===== src/rtl/jtopl_wrseq.sv =====
// Write scheduler for jtopl_mmr: queues {reg,val} pairs and replays them as address/data
// strobes with cen-paced recovery gaps. Optional macro JTOPL_WRSEQ_ADDRSKIP_EN skips repeated index writes.
module jtopl_wrseq #(
  parameter int AW        = 4,
  parameter int ADDR_WAIT = 12,
  parameter int DATA_WAIT = 84,
  parameter int CW        = 8
) (
  input  logic          rst,
  input  logic          clk,
  input  logic          cen,
  input  logic          flush,
  input  logic          req_valid,
  output logic          req_ready,
  input  logic [7:0]    req_reg,
  input  logic [7:0]    req_val,
  output logic          mmr_write,
  output logic          mmr_addr,
  output logic [7:0]    mmr_din,
  output logic          busy,
  output logic [AW:0]   level
);

  localparam int DEPTH = 1 << AW;
  localparam logic [AW:0] FULL_LEVEL = {1'b1, {AW{1'b0}}};

  localparam logic [2:0] IDLE  = 3'd0;
  localparam logic [2:0] ADDR  = 3'd1;
  localparam logic [2:0] AWAIT = 3'd2;
  localparam logic [2:0] DATA  = 3'd3;
  localparam logic [2:0] DWAIT = 3'd4;

  logic [15:0]   fifo_mem [DEPTH];
  logic [AW-1:0] wr_ptr_reg;
  logic [AW-1:0] rd_ptr_reg;
  logic [AW:0]   level_reg;

  logic [2:0]    state_reg;
  logic [CW-1:0] cnt_reg;
  logic [7:0]    cur_reg;
  logic [7:0]    cur_val;

  logic          mmr_write_reg;
  logic          mmr_addr_reg;
  logic [7:0]    mmr_din_reg;
  logic          busy_reg;

  logic          push;
  logic          pop;
  logic          skip_hit;

  // A push coinciding with flush is dropped; flush also blocks the pop so nothing new starts.
  assign req_ready = (level_reg != FULL_LEVEL);
  assign push      = req_valid && req_ready && !flush;
  assign pop       = (state_reg == IDLE) && (level_reg != '0) && !flush;

  assign mmr_write = mmr_write_reg;
  assign mmr_addr  = mmr_addr_reg;
  assign mmr_din   = mmr_din_reg;
  assign busy      = busy_reg;
  assign level     = level_reg;

  // Storage and its registered read port carry no reset so they map onto block RAM.
  always_ff @(posedge clk) begin
    if (push) begin
      fifo_mem[wr_ptr_reg] <= {req_reg, req_val};
    end
    if (pop) begin
      {cur_reg, cur_val} <= fifo_mem[rd_ptr_reg];
    end
  end

  always_ff @(posedge clk) begin
    if (rst) begin
      wr_ptr_reg <= '0;
      rd_ptr_reg <= '0;
      level_reg  <= '0;
    end else if (flush) begin
      rd_ptr_reg <= wr_ptr_reg;
      level_reg  <= '0;
    end else begin
      if (push) begin
        wr_ptr_reg <= wr_ptr_reg + 1'b1;
      end
      if (pop) begin
        rd_ptr_reg <= rd_ptr_reg + 1'b1;
      end
      case ({push, pop})
        2'b10:   level_reg <= level_reg + 1'b1;
        2'b01:   level_reg <= level_reg - 1'b1;
        default: level_reg <= level_reg;
      endcase
    end
  end

`ifdef JTOPL_WRSEQ_ADDRSKIP_EN
  logic [7:0] last_idx_reg;
  logic       last_valid_reg;

  // The skip is resolved in ADDR, where the popped pair is already registered; the data
  // strobe then lands on the same clk the address strobe would have.
  assign skip_hit = last_valid_reg && (cur_reg == last_idx_reg);

  always_ff @(posedge clk) begin
    if (rst || flush) begin
      last_valid_reg <= 1'b0;
      last_idx_reg   <= '0;
    end else if ((state_reg == ADDR) && !skip_hit) begin
      last_valid_reg <= 1'b1;
      last_idx_reg   <= cur_reg;
    end
  end
`else
  assign skip_hit = 1'b0;
`endif

  always_ff @(posedge clk) begin
    if (rst) begin
      state_reg     <= IDLE;
      cnt_reg       <= '0;
      mmr_write_reg <= 1'b0;
      mmr_addr_reg  <= 1'b0;
      mmr_din_reg   <= '0;
      busy_reg      <= 1'b0;
    end else begin
      mmr_write_reg <= 1'b0;
      busy_reg      <= (level_reg != '0) || (state_reg != IDLE);
      case (state_reg)
        IDLE: begin
          if (pop) begin
            state_reg <= ADDR;
          end
        end
        ADDR: begin
          mmr_write_reg <= 1'b1;
          if (skip_hit) begin
            mmr_addr_reg <= 1'b1;
            mmr_din_reg  <= cur_val;
            cnt_reg      <= CW'(DATA_WAIT);
            state_reg    <= DWAIT;
          end else begin
            mmr_addr_reg <= 1'b0;
            mmr_din_reg  <= cur_reg;
            cnt_reg      <= CW'(ADDR_WAIT);
            state_reg    <= AWAIT;
          end
        end
        AWAIT: begin
          // The last counted tick moves on directly, so the gap is wait+1 clk at full cen rate.
          if (cnt_reg == '0) begin
            state_reg <= DATA;
          end else if (cen) begin
            cnt_reg <= cnt_reg - CW'(1);
            if (cnt_reg == CW'(1)) begin
              state_reg <= DATA;
            end
          end
        end
        DATA: begin
          mmr_write_reg <= 1'b1;
          mmr_addr_reg  <= 1'b1;
          mmr_din_reg   <= cur_val;
          cnt_reg       <= CW'(DATA_WAIT);
          state_reg     <= DWAIT;
        end
        DWAIT: begin
          if (cnt_reg == '0) begin
            state_reg <= IDLE;
          end else if (cen) begin
            cnt_reg <= cnt_reg - CW'(1);
            if (cnt_reg == CW'(1)) begin
              state_reg <= IDLE;
            end
          end
        end
        default: state_reg <= IDLE;
      endcase
    end
  end

endmodule


===== config.mk =====
export PLATFORM = sky130hd
export DESIGN_NAME = jtopl_wrseq
export DESIGN_NICKNAME = d
export VERILOG_FILES = /design/src/rtl/jtopl_wrseq.sv
export SDC_FILE = /design/constraint.sdc
export NUM_CORES = 1
export LEC_CHECK = 0
export ABC_AREA = 1
export BUFFER_PORTS_ARGS = -buffer_cell sky130_fd_sc_hd__buf_2
export CELL_PAD_IN_SITES_DETAIL_PLACEMENT = 1
export CELL_PAD_IN_SITES_GLOBAL_PLACEMENT = 2
export CORE_MARGIN = 8
export CORE_UTILIZATION = 45
export DETAILED_ROUTE_END_ITERATION = 8
export GPL_TIMING_DRIVEN = 0
export PLACE_DENSITY_LB_ADDON = 0.1
export SLEW_MARGIN = 20
export SYNTH_ARGS = -nofsm -noshare
export SYNTH_HDL_FRONTEND = slang
export SYNTH_SLANG_ARGS = --single-unit

===== constraint.sdc =====
create_clock -name clk -period 6.7 [get_ports clk]
set_input_delay 1.005 -clock clk [delete_from_list [all_inputs] [get_ports clk]]
set_output_delay 1.005 -clock clk [all_outputs]
set_load 0.01 [all_outputs]

==> results.json <==
{
  "status": "finished clean",
  "netlist_instances": 1128,
  "detail_route.vias_per_cell": 5.48,
  "regToRegSetupSlack_ns": 3.69,
  "ir_drop_mv": 0.216,
  "min_path_type": "flop to flop",
  "yosys.area.top_type_share_pct": 63.2,
  "finalHoldViolations": 0,
  "grtUsageTotal_pct": 23.0,
  "pwr_density_cell_nw_per_um2": 321,
  "cts.sinks": 307,
  "drive_above_1_share_pct": 13.2,
  "cts_resized": 0,
  "clk_pin_slew_worst_paths_ns": 0.05,
  "postCtsHoldBufs": 0,
  "seqPwrFrac_pct": 45.5,
  "worst_pin_slew_ns": 0.731,
  "synth_cell_types": 33,
  "yosys_warnings": 0,
  "grt_overflow": 0,
  "core_area_sq_um": 28500,
  "r2r-start": "state_reg[0]",
  "cap_violations": 0,
  "seqCellArea_sq_um": 8870,
  "dp_hpwl_mm": 26.5,
  "dieHeight_microns": 185,
  "fin_area_sq_um": 14900,
  "dieArea_sq_um": 34400,
  "reg2reg_depth": 16,
  "start_kind": "primary input",
  "period_needed_ns": 3.03,
  "cp_data_arrival_time_ns": 3.47,
  "postSynthAreaPerCell_sq_um": 11.4,
  "p_int_uw": 3510,
  "mappedNetlistArea_sq_um": 12900,
  "rows": 62,
  "cp-startpoint": "flush",
  "initial_core_util_pct": 45.4,
  "layout_common_cells": "edfxtp_1, nand2_1, inv_1",
  "p_comb_share_pct": 15.1,
  "finalClockSkew_ns": 0.0224,
  "end_kind": "flop",
  "clk_latency_ns": 0.52,
  "nFillCells": 3028,
  "switching_power_uw": 1290,
  "clockBufferDepth": 3,
  "pin_count": 38,
  "drt_iter0_drc": 725,
  "largest_register_ffs": 256,
  "ys_seq_area_share_pct": 68.7,
  "synth-seq-cells": 307,
  "grt_pass1_vias": 8982,
  "setup_tns_ns": 0,
  "post-route-period-util_pct": 45.3,
  "drt_wl_total_mm": 38.7,
  "crit_path_max_fanout": 18,
  "final_antenna_net_count": 0,
  "yosysTopAreaCell": "edfxtp_1",
  "finalNetCount": 1250,
  "finalPower_uw": 4800,
  "cts_buffers": 35,
  "grt_pass1_wl_mm": 57.2,
  "worstSetupPathType": "primary input to flop",
  "clkPwrFrac_pct": 39.5,
  "portBuffers": 37,
  "drc_errors": 0,
  "die_x_microns": 185,
  "cp_data_required_time_ns": 7.14,
  "place_congestion": 0.870,
  "antenna_found_initial": 1,
  "firstDrtPassIters": 5,
  "cts_root_buf": "clkbuf_16",
  "grt_max_degree": 19,
  "fmax_mhz": 330,
  "worstSetupEndpoint": "level[4]",
  "largest-register": "fifo_mem",
  "setup_violations": 0,
  "wl_per_cell_microns": 23.8,
  "place_area_sq_um": 13800,
  "place_ws_ns": 3.11,
  "post_cts_buffers": 0,
  "antennaDiodeCount": 0,
  "final_common_cell": "edfxtp_1",
  "p_sw_share_pct": 26.8,
  "final_util_pct": 52.5,
  "netlist_top_cells_area": "edfxtp_1, dfxtp_1, nand2_1, inv_1, nand3_1",
  "rsz0062_at_grt": "false",
  "worst_slack_ns": 3.67,
  "maxSlewHeadroom_pct": 51.2,
  "synth_fp_nets": 1161,
  "ctsHtreeMaxLevel": 2,
  "multi_input_area_sq_um": 3130,
  "vias": 8887,
  "cts_tree": "built",
  "area_growth_pct": 15.7,
  "reg2reg_to": "level[4]",
  "drv_slew": 0,
  "p_leak_uw": 0.00554
}
[worst max-delay path: stages]
cell     delay, ns
buf_2         0.14
inv_1         0.18
nand3_2       0.17
inv_1         0.55
ha_1          0.43
xor2_1        0.22
ha_1          0.17
inv_1         0.04
nand2_1       0.09
nand3_1       0.12
nand2_1       0.08
nand2_1       0.05
nand2_1       0.06
nand2_1       0.05
a21oi_1       0.11
[final cells by class]
type / instances / share of cell area (%)
sequential: 307 / 59.3
multi-input combinational: 595 / 21.0
clock buffer: 43 / 6.35
inverter: 169 / 4.24
tap: 384 / 3.22
timing repair buffer: 52 / 2.60
buffer: 57 / 2.18
clock inverter: 16 / 1.12
[kinds of logic after synthesis]
| logic type | count (synthesis) | synth area share (%) |
|---|---|---|
| compound gates | 238 | 10.6 |
| buf+inv | 226 | 7.43 |
| xor+xnor | 7 | 0.475 |
| simple gates | 338 | 11.6 |
| flops | 307 | 68.7 |
| fa+ha+maj | 12 | 1.16 |
[power by group through the flow]
stage	clock network, uW	logic, uW	registers [uW]
after floorplan	0	452	2220
after global placement	0	708	2220
after detailed placement	0	721	2220
after CTS	1920	728	2180
after global routing	2000	801	2190
final	1890	722	2180
[cells in the mapped netlist]
master,instances
buf_1,6
o21bai_1,1
nand3_1,118
xnor2_1,2
inv_1,165
o21ai_0,75
nand4_2,2
ha_1,12
a21oi_2,2
edfxtp_1,272
a21boi_0,1
nand2_4,1
inv_2,3
clkinv_1,1
a21oi_1,87
nand3_2,3
nor2_1,34
clkbuf_1,15
dfxtp_1,35
nand3_4,1
nor3_1,1
nand3b_1,1
buf_4,4
o211ai_1,64
nor2_2,4
a31oi_1,8
xor2_1,5
nand4_1,3
buf_6,9
buf_2,23
or2_1,1
nand2_1,168
nand2_2,1
[worst min-delay path by stage]
stage,startpoint,end,cells past startpoint
global placement,cnt_reg[0],cnt_reg[0],1
global route,mmr_din[2],mmr_din[2],2
CTS,mmr_din[1],mmr_din[1],2
floorplan,cnt_reg[0],cnt_reg[0],1
finish,cnt_reg[0],cnt_reg[0],1
detailed placement,mmr_din[1],mmr_din[1],2
[per-stage QoR]
step | hold slack (ns) | cells
6_report | 0.482 | 1623
5_1_grt | 0.515 | 1623
4_1_cts | 0.487 | 1623
3_5_place_dp | 0.478 | 1564
3_3_place_gp | 0.466 | 1549
2_1_floorplan | 0.447 | 1128
[layer usage]
metal  part of all wire [%]  global-route usage, %  vias up  routed length (microns)
met4                    3.1                   7.87        2                     1210
met5                  0.023                      0        -                        9
met3                    6.8                   4.32       63                     2640
li1                       -                      -     4106                        -
met1                     43                   30.5     4443                    16700
met2                     47                   37.4      273                    18100
No activity file was read; power rests on OpenSTA's default activity.
